==> config.mk <==
export PLATFORM = sky130hd
export DESIGN_NAME = retire_commit_unit
export DESIGN_NICKNAME = d
export VERILOG_FILES = /design/src/rtl/retire_commit_unit.sv
export SDC_FILE = /design/constraint.sdc
export NUM_CORES = 1
export LEC_CHECK = 0
export CAP_MARGIN = 20
export CORE_UTILIZATION = 57
export DETAILED_ROUTE_END_ITERATION = 8
export GPL_TIMING_DRIVEN = 0
export PLACE_DENSITY = 0.73
export SYNTH_ARGS = -nofsm -noshare
export SYNTH_HDL_FRONTEND = slang
export SYNTH_SLANG_ARGS = --single-unit
==> constraint.sdc <==
create_clock -name clk -period 4.41 [get_ports clk]
set_input_delay 1.1025 -clock clk [delete_from_list [all_inputs] [get_ports clk]]
set_output_delay 1.1025 -clock clk [all_outputs]
set_load 0.1 [all_outputs]
==> src/rtl/retire_commit_unit.sv <==
// Retire/commit: architectural RAT update, freed-register FIFO, store-commit token counter.
// Latency: RAT write and FIFO push become visible the cycle after retirement; RAT read is combinational.
// Backpressure: free_valid/free_ready and store_commit_valid/ready handshakes; retire_stall is advisory, and overflows drop and set a sticky error.
module retire_commit_unit #(
  parameter int PHY_WIDTH  = 6,
  parameter int FREE_DEPTH = 8,
  parameter int STORE_MAX  = 4
) (
  input  logic                 clk,
  input  logic                 rst,
  input  logic                 retire_valid,
  input  logic                 store_valid,
  input  logic [4:0]           rd_arch_commit,
  input  logic [PHY_WIDTH-1:0] rd_phy_old_commit,
  input  logic [PHY_WIDTH-1:0] rd_phy_new_commit,
  output logic                 free_valid,
  output logic [PHY_WIDTH-1:0] free_phy,
  input  logic                 free_ready,
  output logic                 store_commit_valid,
  input  logic                 store_commit_ready,
  input  logic [4:0]           arch_rd_addr,
  output logic [PHY_WIDTH-1:0] arch_rd_phy,
  output logic                 retire_stall,
  output logic [31:0]          retired_count,
  output logic                 overflow_err
);

  localparam int AW = $clog2(FREE_DEPTH);
  localparam int SW = $clog2(STORE_MAX + 1);
  localparam logic [AW:0]   C_FULL    = (AW+1)'(FREE_DEPTH);
  localparam logic [AW:0]   C_FULL_M1 = (AW+1)'(FREE_DEPTH - 1);
  localparam logic [SW-1:0] C_SMAX    = SW'(STORE_MAX);
  localparam logic [SW-1:0] C_SMAX_M1 = SW'(STORE_MAX - 1);

  logic [PHY_WIDTH-1:0] r_rat [32];
  logic [PHY_WIDTH-1:0] r_fifo [FREE_DEPTH];
  logic [AW-1:0]        r_wr_ptr, r_rd_ptr;
  logic [AW:0]          r_cnt;
  logic [SW-1:0]        r_pend;
  logic [31:0]          r_ret_cnt;
  logic                 r_stall, r_err;

  logic          w_rat_wr, w_push, w_pop, w_full, w_push_ok, w_free_ovf;
  logic          w_hs, w_st_ovf;
  logic [AW:0]   w_cnt_nxt;
  logic [SW-1:0] w_pend_nxt;

  assign w_rat_wr   = retire_valid && (rd_arch_commit != 5'd0);
  assign w_push     = w_rat_wr && (rd_phy_old_commit != rd_phy_new_commit);
  assign w_full     = (r_cnt == C_FULL);
  assign w_pop      = free_valid && free_ready;
  // When full, a same-cycle pop frees the slot the push lands in.
  assign w_push_ok  = w_push && (!w_full || w_pop);
  assign w_free_ovf = w_push && w_full && !w_pop;
  assign w_hs       = store_commit_valid && store_commit_ready;
  assign w_st_ovf   = store_valid && (r_pend == C_SMAX) && !w_hs;

  assign free_valid         = (r_cnt != '0);
  assign free_phy           = r_fifo[r_rd_ptr];
  assign store_commit_valid = (r_pend != '0);
  assign arch_rd_phy        = r_rat[arch_rd_addr];
  assign retire_stall       = r_stall;
  assign retired_count      = r_ret_cnt;
  assign overflow_err       = r_err;

  // Next occupancy of the free FIFO and the pending-store counter.
  always_comb begin
    w_cnt_nxt = r_cnt;
    if (w_push_ok && !w_pop)      w_cnt_nxt = r_cnt + 1'b1;
    else if (!w_push_ok && w_pop) w_cnt_nxt = r_cnt - 1'b1;
    w_pend_nxt = r_pend;
    if (store_valid && !w_hs && (r_pend != C_SMAX)) w_pend_nxt = r_pend + 1'b1;
    else if (!store_valid && w_hs)                  w_pend_nxt = r_pend - 1'b1;
  end

  // Architectural RAT: identity mapping on reset, committed mapping on retire.
  always_ff @(posedge clk or negedge rst) begin
    if (!rst) begin
      for (int i = 0; i < 32; i++) r_rat[i] <= PHY_WIDTH'(i);
    end else if (w_rat_wr) begin
      r_rat[rd_arch_commit] <= rd_phy_new_commit;
    end
  end

  // Free FIFO storage; contents are meaningless while the count is zero.
  always_ff @(posedge clk) begin
    if (w_push_ok) r_fifo[r_wr_ptr] <= rd_phy_old_commit;
  end

  // FIFO pointers, counters, advisory stall and sticky overflow flag.
  always_ff @(posedge clk or negedge rst) begin
    if (!rst) begin
      r_wr_ptr  <= '0;
      r_rd_ptr  <= '0;
      r_cnt     <= '0;
      r_pend    <= '0;
      r_ret_cnt <= '0;
      r_stall   <= 1'b0;
      r_err     <= 1'b0;
    end else begin
      if (w_push_ok) r_wr_ptr <= r_wr_ptr + 1'b1;
      if (w_pop)     r_rd_ptr <= r_rd_ptr + 1'b1;
      r_cnt  <= w_cnt_nxt;
      r_pend <= w_pend_nxt;
      if (retire_valid || store_valid) r_ret_cnt <= r_ret_cnt + 32'd1;
      // Stall tracks the occupancy being entered, so it rises together with the count.
      r_stall <= (w_cnt_nxt >= C_FULL_M1) || (w_pend_nxt >= C_SMAX_M1);
      if (w_free_ovf || w_st_ovf) r_err <= 1'b1;
    end
  end

endmodule

==> summary.md, run 1 <==
| Metric | Value |
|---|---|
| Slew margin rel. | 0.301 |
| Crit path buffers/inverters | 3 |
| Synth cell types | 51 |
| Global placer's final weighted congestion | 0.845 |
| Arrival time at the worst endpoint | 3270 ps |
| Fraction of synthesized area in multiplexers | 0.300 |
| Global-route total usage across every layer | 0.263 |
| Iteration count of the initial detailed-routing pass | 5 |
| Delay of the slowest critical-path stage | 530 ps |
| Leakage Power | 6.21 nW |
| Vias in the first global route | 8,163 |
| Number of enable-type register cells in the synthesized netlist | 48 |
| Iteration-0 DRC count of the detailed router | 466 |
| TritonCTS clock tree | yes |
| Total power divided by cell area | 571 nW/um2 |
| Post-synthesis compound-gate area fraction | 0.0171 |
| Worst Hold Endpoint | r_rat[188] |
| Width of the die | 153 um |
| Final non-filler cell area | 15,100 um2 |
| Longest Clk Path Bufs | 3 |
| Final layout net count | 974 |
| WL per Instance | 24.0 um |
| Primary flip-flop cell chosen by synthesis mapping | sky130_fd_sc_hd__dfrtp_1 |
| Share of the cycle needed by the critical path after routing | 0.992 |
| Overflow left after global routing | 0 |
| Layout-stage area growth over the synthesis result | 15.8% |
| Setup slack on the worst flop-to-flop path | 1280 ps |
| Cell area after synthesis | 13,100 um2 |
| Clock insertion delay at the later pin of the skew report | 530 ps |
| Core region area | 22,600 um2 |
| Number of clock sinks | 287 |
| Pin count of the biggest net entering global routing | 130 |
| Ys Warns | 0 |
| Post-CTS setup buffer count | 0 |
| FMAX | 228 MHz |
| Number of CTS-inserted buffers | 29 |
| CTS root buf | sky130_fd_sc_hd__clkbuf_16 |
| Final ANT Viol Nets | 0 |
| Final setup viols | 0 |
| MaxCap Viol Count | 0 |
| Synth Instances | 835 |
| Vert. Die Dim | 153 um |
| Top-level I/O count | 76 |
| Fraction of synthesized cell area taken by the top area cell type | 0.305 |
| Clock Skew | 5.52 ps |
| Status | finished clean |
| Placed cell count | 1,189 |
| Number of antenna violations at the first check in global routing | 0 |
| Slowest cell on the critical path | sky130_fd_sc_hd__mux4_2 |
| Detail Placement HPWL | 20.9 mm |
| Worst-margin pin slew | 1040 ps |
| Initial Utilization | 0.578 |
| Cell depth of the worst min-delay path | 1 |
| Diodes inserted | 0 |
| CP cell instances | clkbuf_2, clkbuf_4, mux4_2, mux4_2, mux2_2, buf_2 |
| Origin of the critical flop-to-flop path | r_cnt[0] |
| Level count of the clock H-tree | 1 |
| Sequential element share of the synthesized area | 0.576 |
| CP Launch Type | primary input |
| Filler Cell Count | 1,501 |
| Setup Slack @ Placement | -1210 ps |
| Fraction of layout cells with a size suffix above 1 | 0.274 |
| FFs w/ async S/R, synth | 0.833 |
| Syn_area_per_cell | 15.6 um2 |
| Mapped Nets | 871 |
| Via count | 7,697 |
| Row count | 55 |
| Number of DRC violations after detailed routing | 0 |
| Most prevalent standard cell on the critical path | sky130_fd_sc_hd__mux4_2 |
| Total Power Consumption | 0.00863 W |
| First-pass GRT wire length | 46.9 mm |
| Synth Area in Adders | 0.00767 |
| Area share of and/or/nand/nor cells after synthesis | 0.0514 |
| Post-detailed-placement cell area | 14,100 um2 |
| Class of the tightest hold or removal check | register to register |
| Length in cells of the worst reg-to-reg path | 7 |
| Final Util | 0.670 |
| Biggest area contributors in the synthesized netlist | sky130_fd_sc_hd__dfrtp_1 30%, sky130_fd_sc_hd__dfstp_2 16%, sky130_fd_sc_hd__mux2_1 14% |
| Setup repair after global routing missed its margin | false |
| Die footprint | 23,500 um2 |
| Slew Viols, Final | 0 |
| Final min period | 4380 ps |
| Post-synthesis cell type with the largest combined area | sky130_fd_sc_hd__dfrtp_1 |
| Required time of the critical path | 3310 ps |
| Worst hold start | r_rat[188] |
| Highest fanout seen on the critical path | 10 |
| Vias per cell | 6.19 |
| Reg clk slew, reported paths | 60 ps |
| Main combinational cell family by area after synthesis | multiplexers |
| Peak ir drop on the vdd network | 0.354 mV |
| Critical Setup Path Class | primary input to output port |
| End of the worst register-to-register path | r_fifo[5][2] |
| Final number of hold-violating endpoints | 0 |
| Total wire length | 29.8 mm |
| Count of non-filler cells in the finished layout | 1,244 |
| Share of the synthesized netlist area taken by xor and xnor gates | 0.0295 |
| Crit path max-delay family | multiplexers |
| Endpoint class of the critical path | output port |
| Number of buffers added on ports | 68 |
| Setup WS post-layout | 33.3 ps |
| Register bit count reported by yosys | 287 |
-- worst max-delay path by stage --
stage	startpoint	endpoint	cells after the start
2_1_floorplan	arch_rd_addr[1]	arch_rd_phy[5]	5
3_3_place_gp	rst	r_rat[173]	1
3_5_place_dp	arch_rd_addr[1]	arch_rd_phy[1]	6
4_1_cts	arch_rd_addr[1]	arch_rd_phy[4]	6
5_1_grt	r_rd_ptr[0]	free_phy[2]	4
6_report	arch_rd_addr[1]	arch_rd_phy[1]	6
-- what timing repair did --
| item | CTS | global route |
|---|---|---|
| endpoints found under the setup margin | 6 | 2 |
| hold buffers | 0 | 0 |
| pin swaps | 0 | 0 |
| gates resized for setup | 38 | 3 |
-- sequential cells by signal, summed over array words and instances, names as in the netlist --
signal         flops
r_rd_ptr           3
overflow_err       1
r_fifo            48
r_rat            192
retire_stall       1
r_pend             3
r_cnt              4
retired_count     32
r_wr_ptr           3
-- kinds of logic (layout without fill, tap and decap cells) --
family,after synthesis,after routing
AOI/OAI and AO/OA,33,33
xor gates and xnor gates,44,44
adders and majority gates,8,8
buffers and inverters,57,181
DFF,287,287
muxes,276,276
and+or+nand+nor,130,130
-- power by group --
part / internal (W) / switching [W] / total, W
clock: 0.00151 / 0.00100 / 0.00251
combinational: 0.000943 / 0.00156 / 0.00251
sequential: 0.00330 / 0.000312 / 0.00361
-- final cells by class --
| type | instances | area, um2 | share of cell area |
|---|---|---|---|
| inverters | 10 | 37.5 | 0.00248 |
| flip-flops and latches | 287 | 7520 | 0.498 |
| multi-input cells | 491 | 5300 | 0.350 |
| repair buffers | 72 | 703 | 0.0465 |
| well taps | 285 | 357 | 0.0236 |
| plain buffers | 47 | 219 | 0.0145 |
| clock inverters | 16 | 180 | 0.0119 |
| clock buffers | 36 | 802 | 0.0531 |
-- per-layer routing --
layer  GRT usage  wire length (um)  vias to the layer above
met4      0.0752               743                        0
met3      0.0397              1340                       53
met5           0                 0                        -
met2       0.444             15000                      201
met1       0.356             12700                     4115
li1            -                 -                     3328
-- synthesized netlist by cell type, types with 4 or more instances --
| cell | count |
|---|---|
| sky130_fd_sc_hd__mux2_1 | 164 |
| sky130_fd_sc_hd__dfrtp_1 | 159 |
| sky130_fd_sc_hd__dfstp_2 | 80 |
| sky130_fd_sc_hd__mux4_2 | 72 |
| sky130_fd_sc_hd__edfxtp_1 | 48 |
| sky130_fd_sc_hd__clkbuf_1 | 38 |
| sky130_fd_sc_hd__mux2_2 | 38 |
| sky130_fd_sc_hd__nand2_1 | 34 |
| sky130_fd_sc_hd__nor2_1 | 30 |
| sky130_fd_sc_hd__xnor2_1 | 28 |
| sky130_fd_sc_hd__nand3_1 | 16 |
| sky130_fd_sc_hd__xor2_1 | 16 |
| sky130_fd_sc_hd__inv_1 | 10 |
| sky130_fd_sc_hd__nor3b_1 | 9 |
| sky130_fd_sc_hd__ha_1 | 8 |
| sky130_fd_sc_hd__nand4_1 | 8 |
| sky130_fd_sc_hd__nor3_1 | 6 |
| sky130_fd_sc_hd__o21ai_0 | 6 |
| sky130_fd_sc_hd__a21oi_1 | 5 |
| sky130_fd_sc_hd__nand3b_1 | 4 |
-- layout by cell type (no fill, tap or decap), types with 4 or more instances in the layout --
cell,n
sky130_fd_sc_hd__nand4_1,8
sky130_fd_sc_hd__xor2_1,16
sky130_fd_sc_hd__buf_2,10
sky130_fd_sc_hd__nor2_1,30
sky130_fd_sc_hd__mux2_1,164
sky130_fd_sc_hd__bufinv_16,4
sky130_fd_sc_hd__inv_1,10
sky130_fd_sc_hd__dfrtp_1,159
sky130_fd_sc_hd__clkinv_1,4
sky130_fd_sc_hd__clkbuf_8,5
sky130_fd_sc_hd__ha_1,8
sky130_fd_sc_hd__nand2_1,34
sky130_fd_sc_hd__nor3_1,6
sky130_fd_sc_hd__nor3b_1,9
sky130_fd_sc_hd__clkbuf_2,5
sky130_fd_sc_hd__a21oi_1,5
sky130_fd_sc_hd__nand3b_1,4
sky130_fd_sc_hd__clkbuf_1,33
sky130_fd_sc_hd__edfxtp_1,48
sky130_fd_sc_hd__mux2_2,38
sky130_fd_sc_hd__o21ai_0,6
sky130_fd_sc_hd__clkdlybuf4s50_1,60
sky130_fd_sc_hd__xnor2_1,28
sky130_fd_sc_hd__clkbuf_16,29
sky130_fd_sc_hd__nand3_1,16
sky130_fd_sc_hd__mux4_2,72
sky130_fd_sc_hd__dfstp_2,80
sky130_fd_sc_hd__clkbuf_4,4
-- metrics by stage --
stage               TNS [ps]  hold slack (ps)
floorplan                  0              425
global placement    -1422370              435
detailed placement     -7090              447
CTS                    -76.8              461
global route               0              476
finish                     0              458
No activity file was read; power rests on OpenSTA's default activity.
==> inputs of run 2 (changes only) <==
--- a/config.mk
+++ b/config.mk
@@ -5,7 +5,7 @@
 export SDC_FILE = /design/constraint.sdc
 export NUM_CORES = 1
 export LEC_CHECK = 0
-export CAP_MARGIN = 20
+export CORE_MARGIN = 2
 export CORE_UTILIZATION = 57
 export DETAILED_ROUTE_END_ITERATION = 8
 export GPL_TIMING_DRIVEN = 0
==> constraint.sdc (replaced) <==
create_clock -name clk -period 4.25 [get_ports clk]
set_input_delay 1.0625 -clock clk [delete_from_list [all_inputs] [get_ports clk]]
set_output_delay 1.0625 -clock clk [all_outputs]
set_load 0.1 [all_outputs]
==> run 2 against run 1 <==
  * Sequential share of layout area rose by 0.10 points
  * Die area rose by 2.6%
  * Cell area fell by 0.21%
  * Via count fell by 0.82%
  * Sequential power rose by 4%
==> summary.md, run 2 (same netlist as run 1, synthesis figures left out) <==
| Metric | Value |
|---|---|
| Crit path buffers/inverters | 3 (unchanged) |
| Count of non-filler cells in the finished layout | 1,245 (+0.080%) |
| CP Launch Type | primary input |
| Total Power Consumption | 0.00878 W (+1.7%) |
| Final ANT Viol Nets | 0 (unchanged) |
| Core region area | 22,600 um2 (unchanged) |
| Die footprint | 24,100 um2 (+2.6%) |
| FMAX | 237 MHz |
| Placed cell count | 1,189 (unchanged) |
| Number of DRC violations after detailed routing | 0 (unchanged) |
| Longest Clk Path Bufs | 3 (unchanged) |
| Most prevalent standard cell on the critical path | sky130_fd_sc_hd__mux4_2 |
| Top library cells by usage in the layout, fill and taps aside | 164 x sky130_fd_sc_hd__mux2_1, 159 x sky130_fd_sc_hd__dfrtp_1, 80 x sky130_fd_sc_hd__dfstp_2 |
| Overflow left after global routing | 0 (unchanged) |
| Global-route met1 utilization | 0.355 (about the same) |
| Final setup viols | 0 (unchanged) |
| Delay of the slowest critical-path stage | 580 ps (+50 ps) |
| Slew Viols, Final | 0 (unchanged) |
| Endpoint class of the critical path | output port |
| CP cell instances | buf_6, buf_8, mux4_2, mux4_2, mux2_2, buf_2 |
| Setup repair after global routing missed its margin | true |
| Leakage Power | 6.20 nW (-0.27%) |
| Final sum of negative setup slack | 0 ps (unchanged) |
| Number of clock sinks | 287 (unchanged) |
| Number of CTS-inserted buffers | 30 (+3.4%) |
| MaxCap Viol Count | 0 (unchanged) |
| Vert. Die Dim | 155 um (+1.3%) |
| Final layout net count | 972 (-0.21%) |
| Initial Utilization | 0.578 (unchanged) |
| Slowest cell on the critical path | sky130_fd_sc_hd__mux4_2 |
| Worst-margin pin slew | 1190 ps (+149 ps) |
| Worst Hold Endpoint | r_rat[188] |
| Number of flip-flops under the largest register name | 192 (unchanged) |
| Setup slack on the worst flop-to-flop path | 990 ps (-290 ps) |
| Most common cell after layout, fill and taps aside | sky130_fd_sc_hd__mux2_1 |
| Share of the cycle needed by the critical path after routing | 0.991 |
| Layer carrying the most global-route usage | met2 |
| Peak ir drop on the vdd network | 0.442 mV (+25%) |
| Length in cells of the worst reg-to-reg path | 7 (unchanged) |
| Global placer's final weighted congestion | 0.845 (about the same) |
| Total power divided by cell area | 582 nW/um2 (+1.9%) |
| Filler Cell Count | 1,570 (+4.6%) |
| Diodes inserted | 0 (unchanged) |
| Clock insertion delay at the later pin of the skew report | 560 ps (+30 ps) |
| Slew margin rel. | 0.205 (-0.0960) |
| Final number of hold-violating endpoints | 0 (unchanged) |
| Number of buffers added on ports | 68 (unchanged) |
| Tightest hold margin | 460 ps (+1.87 ps) |
| Critical Setup Path Class | primary input to output port |
| Via count | 7,634 (-0.82%) |
| Level count of the clock H-tree | 1 (unchanged) |
| Reg clk slew, reported paths | 60 ps (about the same) |
| Clock Skew | 9.79 ps (+4.28 ps) |
| TritonCTS clock tree | yes |
| Detail Placement HPWL | 20.8 mm (-0.20%) |
| Class of the tightest hold or removal check | register to register |
| Vias in the first global route | 8,284 (+1.5%) |
| Pin count of the biggest net entering global routing | 135 (+3.8%) |
| Routing usage on met2 | 0.430 (-0.0140) |
| Fraction of layout cells with a size suffix above 1 | 0.267 (-0.00758) |
| Total wire length | 29.7 mm (-0.21%) |
| Cell depth of the worst min-delay path | 1 (unchanged) |
| Global-route total usage across every layer | 0.257 (-0.00527) |
| Highest fanout seen on the critical path | 10 (unchanged) |
| WL per Instance | 23.9 um (-0.29%) |
| Row count | 55 (unchanged) |
| Top-level I/O count | 76 (unchanged) |
| CTS root buf | sky130_fd_sc_hd__clkbuf_16 |
| Vias per cell | 6.13 (-0.90%) |
| Reg with most FFs | r_rat |
| Status | finished clean |
| Met3 Resource Use GR | 0.0401 (+0.000418) |
| Crit path max-delay family | multiplexers |
| Number of antenna violations at the first check in global routing | 0 (unchanged) |
| Arrival time at the worst endpoint | 3150 ps (-120 ps) |
| Iteration-0 DRC count of the detailed router | 413 (-11%) |
| First-pass GRT wire length | 47.1 mm (+0.45%) |
| Worst hold start | r_rat[188] |
| Layout-stage area growth over the synthesis result | 15.5% |
| Final min period | 4210 ps |
| Required time of the critical path | 3190 ps (-120 ps) |
| Width of the die | 155 um (+1.3%) |
| Origin of the critical flop-to-flop path | r_cnt[0] |
| End of the worst register-to-register path | r_fifo[3][5] |
| Iteration count of the initial detailed-routing pass | 5 (unchanged) |
## run 2: routing by layer
layer | vias to the layer above | routed length, um | part of all wire
met3 | 49 | 1410 | 0.047
met4 | 0 | 659 | 0.022
li1 | 3338 | - | -
met1 | 4045 | 12800 | 0.43
met2 | 202 | 14900 | 0.50
met5 | - | 0 | 0
## run 2: repair_timing
| action | CTS | global route |
|---|---|---|
| hold buffers | 0 | 0 |
| resized for setup | 49 | 11 |
| setup buffers | 0 | 0 |
| setup endpoints to repair | 12 | 6 |
## run 2: area by class of cell
cell class | count | area (um2) | area share
multi-input combinational | 491 | 5300 | 0.351
timing repair buffer | 69 | 688 | 0.0456
clock buffer | 52 | 907 | 0.0601
inverter | 10 | 37.5 | 0.00249
clock inverter | 4 | 35.0 | 0.00232
tap | 285 | 357 | 0.0236
buffer | 47 | 243 | 0.0161
sequential | 287 | 7520 | 0.499
## run 2: worst max path at each step
stage	start	to	cells past startpoint
2_1_floorplan	arch_rd_addr[1]	arch_rd_phy[5]	5
3_3_place_gp	rst	r_rat[186]	1
3_5_place_dp	arch_rd_addr[1]	arch_rd_phy[4]	6
4_1_cts	arch_rd_addr[0]	arch_rd_phy[4]	5
5_1_grt	arch_rd_addr[0]	arch_rd_phy[5]	6
6_report	arch_rd_addr[0]	arch_rd_phy[1]	6
## run 2: report_power, final
part,switching (W),internal [W]
clock,0.00104,0.00144
sequential,0.000318,0.00343
combinational,0.00161,0.000947
total,0.00297,0.00581
## run 2: per-stage QoR
stage | utilization | instance area (um2) | setup WS, ps
after CTS | 0.667 | 15100 | 2.48
after global placement | 0.624 | 14100 | -7030
after global routing | 0.668 | 15100 | -0.137
final | 0.668 | 15100 | 36.7
after floorplan | - | 13100 | 171
after detailed placement | 0.626 | 14100 | -1330
